File: config.mk
export PLATFORM = sky130hd
export DESIGN_NAME = rom_read_sequencer
export DESIGN_NICKNAME = d
export VERILOG_FILES = /design/src/rtl/rom_read_sequencer.sv
export SDC_FILE = /design/constraint.sdc
export NUM_CORES = 1
export LEC_CHECK = 0
export CORE_ASPECT_RATIO = 1.5
export CORE_UTILIZATION = 40
export CTS_BUF_LIST = sky130_fd_sc_hd__clkbuf_4 sky130_fd_sc_hd__clkbuf_8
export CTS_CLUSTER_SIZE = 25
export DETAILED_ROUTE_END_ITERATION = 6
export PLACE_DENSITY = 0.66
export SLEW_MARGIN = 20
export SYNTH_ARGS = -nofsm -noshare
export SYNTH_HDL_FRONTEND = slang
export SYNTH_SLANG_ARGS = --single-unit
File: constraint.sdc
create_clock -name clk -period 5.8 [get_ports clk]
set_input_delay 0.58 -clock clk [delete_from_list [all_inputs] [get_ports clk]]
set_output_delay 0.58 -clock clk [all_outputs]
set_load 0.05 [all_outputs]
File: src/rtl/rom_read_sequencer.sv
// Sequential ROM dump engine: walks addresses 0..LAST_ADDRESS, strobes the ROM
// with cs_n/oe_n, captures each byte and hands it off under valid/ready.
module rom_read_sequencer #(
  parameter int ACCESS_CYCLES = 8,
  parameter int LAST_ADDRESS  = 511
) (
  input  logic       clk,
  input  logic       reset,
  input  logic       start,
  input  logic       abort,
  output logic [8:0] rom_address,
  output logic       rom_cs_n,
  output logic       rom_oe_n,
  input  logic [7:0] rom_data,
  output logic [7:0] data_out,
  output logic [8:0] data_addr,
  output logic       data_valid,
  input  logic       data_ready,
  output logic       busy,
  output logic       done
);

  localparam logic [7:0] LAST_WAIT = 8'(ACCESS_CYCLES - 1);
  localparam logic [8:0] LAST_ADDR = 9'(LAST_ADDRESS);

  typedef enum logic [2:0] {
    S_IDLE,
    S_SETUP,
    S_WAIT,
    S_HANDOFF,
    S_DONE
  } state_t;

  state_t     r_state;
  logic [7:0] r_wait_cnt;
  logic [8:0] r_rom_address;
  logic       r_cs_n;
  logic       r_oe_n;
  logic [7:0] r_data_out;
  logic [8:0] r_data_addr;
  logic       r_data_valid;
  logic       r_busy;
  logic       r_done;
  logic       w_active;

  assign w_active = (r_state == S_SETUP) || (r_state == S_WAIT) ||
                    (r_state == S_HANDOFF);

  always_ff @(posedge clk) begin
    if (!reset) begin
      r_state       <= S_IDLE;
      r_wait_cnt    <= '0;
      r_rom_address <= '0;
      r_cs_n        <= 1'b1;
      r_oe_n        <= 1'b1;
      r_data_out    <= '0;
      r_data_addr   <= '0;
      r_data_valid  <= 1'b0;
      r_busy        <= 1'b0;
      r_done        <= 1'b0;
    end else if (abort && w_active) begin
      // Abort releases the ROM bus but leaves the address where it stopped.
      r_state      <= S_IDLE;
      r_cs_n       <= 1'b1;
      r_oe_n       <= 1'b1;
      r_data_valid <= 1'b0;
      r_busy       <= 1'b0;
    end else begin
      case (r_state)
        S_IDLE, S_DONE: begin
          if (start) begin
            r_state       <= S_SETUP;
            r_rom_address <= '0;
            r_done        <= 1'b0;
            r_busy        <= 1'b1;
            r_cs_n        <= 1'b0;
            r_oe_n        <= 1'b1;
          end
        end
        S_SETUP: begin
          r_state    <= S_WAIT;
          r_wait_cnt <= '0;
          r_oe_n     <= 1'b0;
        end
        S_WAIT: begin
          if (r_wait_cnt == LAST_WAIT) begin
            r_state      <= S_HANDOFF;
            r_data_out   <= rom_data;
            r_data_addr  <= r_rom_address;
            r_data_valid <= 1'b1;
            r_oe_n       <= 1'b1;
          end else begin
            r_wait_cnt <= r_wait_cnt + 8'd1;
          end
        end
        S_HANDOFF: begin
          if (data_ready) begin
            r_data_valid <= 1'b0;
            if (r_rom_address == LAST_ADDR) begin
              r_state <= S_DONE;
              r_done  <= 1'b1;
              r_busy  <= 1'b0;
              r_cs_n  <= 1'b1;
            end else begin
              r_state       <= S_SETUP;
              r_rom_address <= r_rom_address + 9'd1;
            end
          end
        end
        default: begin
          r_state <= S_IDLE;
          r_cs_n  <= 1'b1;
          r_oe_n  <= 1'b1;
          r_busy  <= 1'b0;
        end
      endcase
    end
  end

  assign rom_address = r_rom_address;
  assign rom_cs_n    = r_cs_n;
  assign rom_oe_n    = r_oe_n;
  assign data_out    = r_data_out;
  assign data_addr   = r_data_addr;
  assign data_valid  = r_data_valid;
  assign busy        = r_busy;
  assign done        = r_done;

endmodule

==> results of run 1 <==
==> per-stage QoR <==
stage | utilization (%) | setup slack, ns | area, µm² | power (mW)
2_1_floorplan | - | 3.177 | 1997 | 0.3853
3_3_place_gp | 50.86 | 2.921 | 2446 | 0.4121
3_5_place_dp | 50.86 | 2.830 | 2446 | 0.4122
4_1_cts | 53.23 | 3.124 | 2560 | 0.6483
5_1_grt | 53.23 | 2.926 | 2560 | 0.6725
6_report | 53.23 | 3.114 | 2560 | 0.6398
==> cell families (layout without fill, tap and decap cells) <==
kind of cell               after synthesis  after routing  share of synthesized area (%)
and+or+nand+nor                         99             99                          27.26
DFF                                     42             42                          42.11
buffers and inverters                   17             56                          4.135
adders and majority gates                4              4                          2.506
muxes                                   11             11                          5.514
AOI/OAI and AO/OA                       55             55                          18.48
==> worst register-to-register path, stage by stage (launching register included) <==
cell and delay [ns]:
sky130_fd_sc_hd__dfxtp_1 0.36, sky130_fd_sc_hd__ha_1 0.25, sky130_fd_sc_hd__and3_1 0.21, sky130_fd_sc_hd__and3_1 0.21, sky130_fd_sc_hd__and3_1 0.23, sky130_fd_sc_hd__ha_1 0.23, sky130_fd_sc_hd__nor2_1 0.27, sky130_fd_sc_hd__a21oi_2 0.20
sky130_fd_sc_hd__or4_1 0.53, sky130_fd_sc_hd__o22ai_1 0.14
==> synthesized netlist by cell type, drive strengths merged (4+ instances only) <==
master	n	area share [%]
a21oi	23	6.0
a31oi	4	1.3
and2	5	1.8
and3	9	2.8
buf	8	2.4
clkbuf	4	0.75
dfxtp	42	42
ha	4	2.5
inv	5	0.94
mux2i	11	5.5
nand2	27	5.1
nand3	16	4.3
nand4	6	1.9
nor2	20	3.8
nor3	4	1.3
o21ai	9	2.3
==> per-layer routing <==
layer  GRT usage, %  up-vias
met1          21.95      859
met2          32.42       38
li1               -      900
met5              0        -
met4          8.245        0
met3          4.386        8
==> report_power, final <==
part	switching (mW)	leakage, nW	internal, mW	total, mW
Combinational	0.0543	0.595	0.0393	0.0935
Clock	0.0967	0.0593	0.138	0.235
Sequential	0.0160	0.339	0.295	0.311
==> path summary, 6_finish.rpt <==
path	from	endpoint	slack (ns)	cells after the start
setup / recovery	rom_address[0]	rom_address[5]	3.11	9
hold / removal	data_out[4]	data_out[4]	0.46	2
setup reg to reg	rom_address[0]	rom_address[5]	3.11	9
hold reg to reg	data_out[4]	data_out[4]	0.46	2
==> flip-flops by register name (all words and copies together) (netlist names) <==
register and cells:
rom_oe_n 1, busy 1, r_state 3, r_wait_cnt 8, rom_address 9, data_valid 1, data_out 8, rom_cs_n 1
data_addr 9, done 1
==> layout make-up <==
class                      count  area share, %
clock buffer                   7          3.275
clock inverter                 1          1.173
inverter                       5         0.7331
multi-input combinational    169          41.94
sequential                    42          32.84
tap                           66          3.226
timing repair buffer          43          16.81
==> layout by cell type, fill, tap and decap left out, types with 2 or more instances in the layout <==
master / Yosys / routed
sky130_fd_sc_hd__a21o_1: 2 / 2
sky130_fd_sc_hd__a31oi_1: 4 / 4
sky130_fd_sc_hd__inv_1: 5 / 5
sky130_fd_sc_hd__clkbuf_4: 0 / 2
sky130_fd_sc_hd__a21oi_1: 22 / 22
sky130_fd_sc_hd__nor2_1: 20 / 20
sky130_fd_sc_hd__dfxtp_1: 42 / 42
sky130_fd_sc_hd__mux2i_1: 11 / 11
sky130_fd_sc_hd__nand3_1: 15 / 15
sky130_fd_sc_hd__clkbuf_8: 0 / 5
sky130_fd_sc_hd__clkdlybuf4s50_1: 0 / 43
sky130_fd_sc_hd__o21ai_0: 9 / 9
sky130_fd_sc_hd__nand2_1: 27 / 27
sky130_fd_sc_hd__o211ai_1: 3 / 3
sky130_fd_sc_hd__or4_1: 2 / 2
sky130_fd_sc_hd__ha_1: 4 / 4
sky130_fd_sc_hd__nor3_1: 3 / 3
sky130_fd_sc_hd__and2_1: 3 / 3
sky130_fd_sc_hd__and3_1: 9 / 9
sky130_fd_sc_hd__and2_4: 2 / 2
sky130_fd_sc_hd__nand4_1: 6 / 6
sky130_fd_sc_hd__o221a_2: 3 / 3
==> Implementation_results.wiki, run 1 <==
{| class="wikitable"
! Metric !! Value
|-
| Outcome || finished clean
|-
| Storage element area || 840.8 µm²
|-
| Die ar. || 5285 µm²
|-
| P_leak || 0.9933 nW
|-
| Clock buffers created by TritonCTS || 5
|-
| Crit Path Class || reg -> reg
|-
| Max-slew violations || 0
|-
| Resized Gates After CTS || 0
|-
| Inst Count DP || 325
|-
| Sequence of cells on the critical path || ha_1, and3_1, and3_1, and3_1, ha_1, nor2_1, a21oi_2, or4_1, o22ai_1
|-
| Row cnt || 31
|-
| Clock Pin Slew Worst Setup and Hold Paths || 0.08 ns
|-
| Critical path data required time || 6.01 ns
|-
| Placeable Area || 4810 µm²
|-
| Pwr per Cell Area || 249.9 nW/µm²
|-
| Final Instance Count excl. Fillers || 333
|-
| Routed length on met2 || 2.401 mm
|-
| Post-layout minimum cycle time || 2.686 ns
|-
| Worst IR Drop VDD || 0.1287 mV
|-
| Max FO, Critical Path || 10
|-
| Startpoint kind of the worst setup timing path || flop
|-
| Post-Syn Area per Cell || 8.758 µm²
|-
| Longest individual stage delay on the worst path || 0.52 ns
|-
| Pre-Repair DR Iteration Count || 4
|-
| Maximum operating frequency || 372.3 MHz
|-
| Detailed-placement wirelength estimate || 3.295 mm
|-
| Final hold vios || 0
|-
| Fin Hold WS || 0.4631 ns
|-
| Number of maximum-capacitance constraint violations || 0
|-
| Final-report setup violation count || 0
|-
| Routed length on met1 || 1.951 mm
|-
| Synth async-reset ratio || 0%
|-
| Slowest stage cell, crit path || sky130_fd_sc_hd__or4_1
|-
| Number of global-route vias before repair || 1660
|-
| First-pass GRT wire length || 7.541 mm
|-
| Area of the multi-input gates || 1074 µm²
|-
| Syn nets || 245
|-
| Hold WC Path Type || reg -> reg
|-
| Maximum clock insertion buffer count || 2
|-
| Number of distinct library cells after synthesis || 47
|-
| Primary flip-flop cell chosen by synthesis mapping || sky130_fd_sc_hd__dfxtp_1
|-
| Final Cycle Share || 46.31%
|-
| Total track usage || 18.88%
|-
| Number of antenna violations at the first check in global routing || 0
|-
| Kind of end point of the critical path || flop
|-
| Count of hold buffers inserted by post-cts repair || 0
|-
| Top cell family by delay on the critical path || simple AND/OR/NAND/NOR gates
|-
| Setup Total Neg Slack || 0 ns
|-
| CTS tree || yes
|-
| Number of storage elements in the synthesis netlist || 42
|-
| Sequential share of the synthesized area || 42.11%
|-
| Die Y-Extent || 88.54 µm
|-
| RePlAce Congestion || 0.8850
|-
| Final net count || 283
|-
| Total length of routed wires || 4.626 mm
|-
| Post-synthesis instance area || 1997 µm²
|-
| Sink count of the clock tree || 42
|-
| Number of instances in the synthesized netlist || 228
|-
| Post-synth EDFFs || 0
|-
| Level count of the clock H-tree || 2
|-
| Clock root buffer || sky130_fd_sc_hd__clkbuf_8
|-
| Met3 Wirelength || 170 µm
|-
| Clk_skew || 0.008006 ns
|-
| Detailed-route DRC error count || 0
|-
| Final-layout fill cell count || 489
|-
| Top layer in use || met4
|-
| Antenna cells || 0
|-
| Share of layout cells above drive strength 1 || 8.614%
|-
| Worst slew pin tran || 0.8065 ns
|-
| Die boundary width || 59.69 µm
|-
| # Post-CTS Setup Buffers || 0
|-
| Later-pin clock latency in the skew report || 0.29 ns
|-
| Critical Path Most Common Cell || sky130_fd_sc_hd__and3_1
|-
| Worst relative slew slack || 46.17%
|-
| Layout overhead on the synthesized area || 28.20%
|-
| Number of vias per cell after detailed routing || 5.420
|-
| Post-route ant nets || 0
|-
| Buffers on Ports || 43
|-
| Drt wl/cell || 13.89 µm
|-
| Global route total overflow || 0
|-
| Number of warning messages in the yosys log || 0
|-
| CP arrival || 2.90 ns
|-
| Via total after detailed routing || 1805
|-
| Number of top-level pins || 44
|-
| First-iteration detailed-routing DRC count || 92
|-
| Starting utilization of the core area || 41.52%
|-
| Buffers plus inverters on the worst setup path || 0
|-
| RSZ-0062 raised after global routing || no
|-
| Pin count of the biggest net entering global routing || 26
|}
(Power assumes the default switching activity.)
==> run 2, diff against run 1 <==
--- a/config.mk
+++ b/config.mk
@@ -10,7 +10,7 @@
 export CTS_BUF_LIST = sky130_fd_sc_hd__clkbuf_4 sky130_fd_sc_hd__clkbuf_8
 export CTS_CLUSTER_SIZE = 25
 export DETAILED_ROUTE_END_ITERATION = 6
-export PLACE_DENSITY = 0.66
+export PLACE_DENSITY = 0.68
 export SLEW_MARGIN = 20
 export SYNTH_ARGS = -nofsm -noshare
 export SYNTH_HDL_FRONTEND = slang
==> constraint.sdc (replaced) <==
create_clock -name clk -period 2.4 [get_ports clk]
set_input_delay 0.24 -clock clk [delete_from_list [all_inputs] [get_ports clk]]
set_output_delay 0.24 -clock clk [all_outputs]
set_load 0.05 [all_outputs]
==> Implementation_results.wiki, run 2 (same netlist as run 1, synthesis figures left out) <==
{| class="wikitable"
! Metric !! Value
|-
| Max FO, Critical Path || 5
|-
| Final hold vios || 0
|-
| Most common library cell in the layout ignoring fill and taps || sky130_fd_sc_hd__clkdlybuf4s50_1
|-
| Drt wl/cell || 13.72 µm
|-
| Maximum operating frequency || 433.3 MHz
|-
| Starting utilization of the core area || 41.52%
|-
| Layout Cell Area excl Fill || 2673 µm²
|-
| RePlAce Congestion || 0.9058
|-
| Sink count of the clock tree || 42
|-
| Worst relative slew slack || 65.47%
|-
| Share of layout cells above drive strength 1 || 15.60%
|-
| Hold WC Path Type || reg -> reg
|-
| Leading cell types in the layout, fill and taps excluded || sky130_fd_sc_hd__clkdlybuf4s50_1, sky130_fd_sc_hd__dfxtp_1, sky130_fd_sc_hd__nand2_1, sky130_fd_sc_hd__a21oi_1, sky130_fd_sc_hd__nor2_1
|-
| Placeable Area || 4810 µm²
|-
| RSZ-0062 raised after global routing || no
|-
| Total track usage || 19.93%
|-
| Detailed-placement wirelength estimate || 3.549 mm
|-
| Worst slew pin tran || 0.5163 ns
|-
| Global route total overflow || 0
|-
| Clock buffers created by TritonCTS || 5
|-
| Level count of the clock H-tree || 2
|-
| CTS tree || yes
|-
| Die boundary width || 59.69 µm
|-
| Clock root buffer || sky130_fd_sc_hd__clkbuf_8
|-
| CP arrival || 2.55 ns
|-
| Final net count || 298
|-
| First-pass GRT wire length || 8.010 mm
|-
| Layout overhead on the synthesized area || 33.83%
|-
| Post-route ant nets || 0
|-
| Worst-case setup margin in the final layout || 0.09205 ns
|-
| Critical path data required time || 2.64 ns
|-
| Worst setup slack after placement || 0.03131 ns
|-
| Detailed-route DRC error count || 0
|-
| Via total after detailed routing || 1875
|-
| Startpoint kind of the worst setup timing path || flop
|-
| Final-report setup violation count || 0
|-
| Number of antenna violations at the first check in global routing || 0
|-
| First-iteration detailed-routing DRC count || 59
|-
| Antenna cells || 0
|-
| Number of top-level pins || 44
|-
| Kind of end point of the critical path || flop
|-
| Number of maximum-capacitance constraint violations || 0
|-
| Count of hold buffers inserted by post-cts repair || 0
|-
| Clock Pin Slew Worst Setup and Hold Paths || 0.10 ns
|-
| Crit Path Class || reg -> reg
|-
| Post-layout minimum cycle time || 2.308 ns
|-
| Pre-Repair DR Iteration Count || 4
|-
| Number of vias per cell after detailed routing || 5.388
|-
| Final Cycle Share || 96.16%
|-
| Post-layout power || 1.483 mW
|-
| Pin count of the biggest net entering global routing || 18
|-
| Die Y-Extent || 88.54 µm
|-
| Placed inst area || 2566 µm²
|-
| Fin Hold WS || 0.4564 ns
|-
| Total length of routed wires || 4.774 mm
|-
| Clk_skew || 0.01916 ns
|-
| Max-slew violations || 0
|-
| Later-pin clock latency in the skew report || 0.31 ns
|-
| Row cnt || 31
|-
| Outcome || finished clean
|-
| Setup Total Neg Slack || 0 ns
|-
| Die ar. || 5285 µm²
|-
| Pwr per Cell Area || 554.9 nW/µm²
|-
| Buffers on Ports || 43
|-
| P_leak || 1.051 nW
|-
| Number of global-route vias before repair || 1727
|-
| Maximum clock insertion buffer count || 2
|-
| Worst IR Drop VDD || 0.3614 mV
|}
run 2: cell types whose count changed in the layout (fill, tap and decap cells not counted), sizes merged:
cell,change
buf,+15
bufinv,-1
clkinvlp,+1
clkbuf,-2
inv,+2
run 2: final cells by class:
type	count	area (µm²)
fill	496	2137
clock buffer	5	68.82
timing repair buffer	58	543.0
sequential	42	845.8
tap	66	82.58
multi-input combinational	169	1091
clock inverter	3	22.52
inverter	5	18.77
run 2: critical path, stage by stage (launching register included):
cell                      delay, ns
sky130_fd_sc_hd__dfxtp_4       0.37
sky130_fd_sc_hd__ha_2          0.19
sky130_fd_sc_hd__and3_4        0.18
sky130_fd_sc_hd__and3_1        0.20
sky130_fd_sc_hd__and3_1        0.21
sky130_fd_sc_hd__ha_2          0.20
sky130_fd_sc_hd__nor2_4        0.15
sky130_fd_sc_hd__a21oi_2       0.08
sky130_fd_sc_hd__or4_1         0.51
sky130_fd_sc_hd__o22ai_1       0.17
run 2: power breakdown:
group          leakage [nW]  total (mW)  internal [mW]  switching, mW
clock network        0.0451       0.475          0.209          0.266
logic                 0.665       0.269          0.119          0.150
registers             0.341       0.739          0.713         0.0258
run 2: final timing paths:
path	start	end	slack, ns	cells past startpoint
worst min register to register	data_out[2]	data_out[2]	0.46	2
worst max-delay path	rom_address[0]	rom_address[5]	0.09	9
worst max register to register	rom_address[0]	rom_address[5]	0.09	9
worst min-delay path	data_out[2]	data_out[2]	0.46	2
run 2: per-stage QoR:
stage	std cells	util, %
2_1_floorplan	228	-
3_3_place_gp	340	53.36
3_5_place_dp	340	53.36
4_1_cts	348	55.25
5_1_grt	348	55.57
6_report	348	55.57
run 2: timing repair:
action,CTS,global route
endpoints found under the setup margin,0,3
gates resized for setup,0,4
buffers inserted,0,0
run 2: routing by layer:
layer | track usage, % | part of all wire, %
met2 | 32.73 | 52
met4 | 11.84 | 3.6
met5 | 0 | 0
met3 | 4.971 | 3.6
met1 | 22.96 | 41
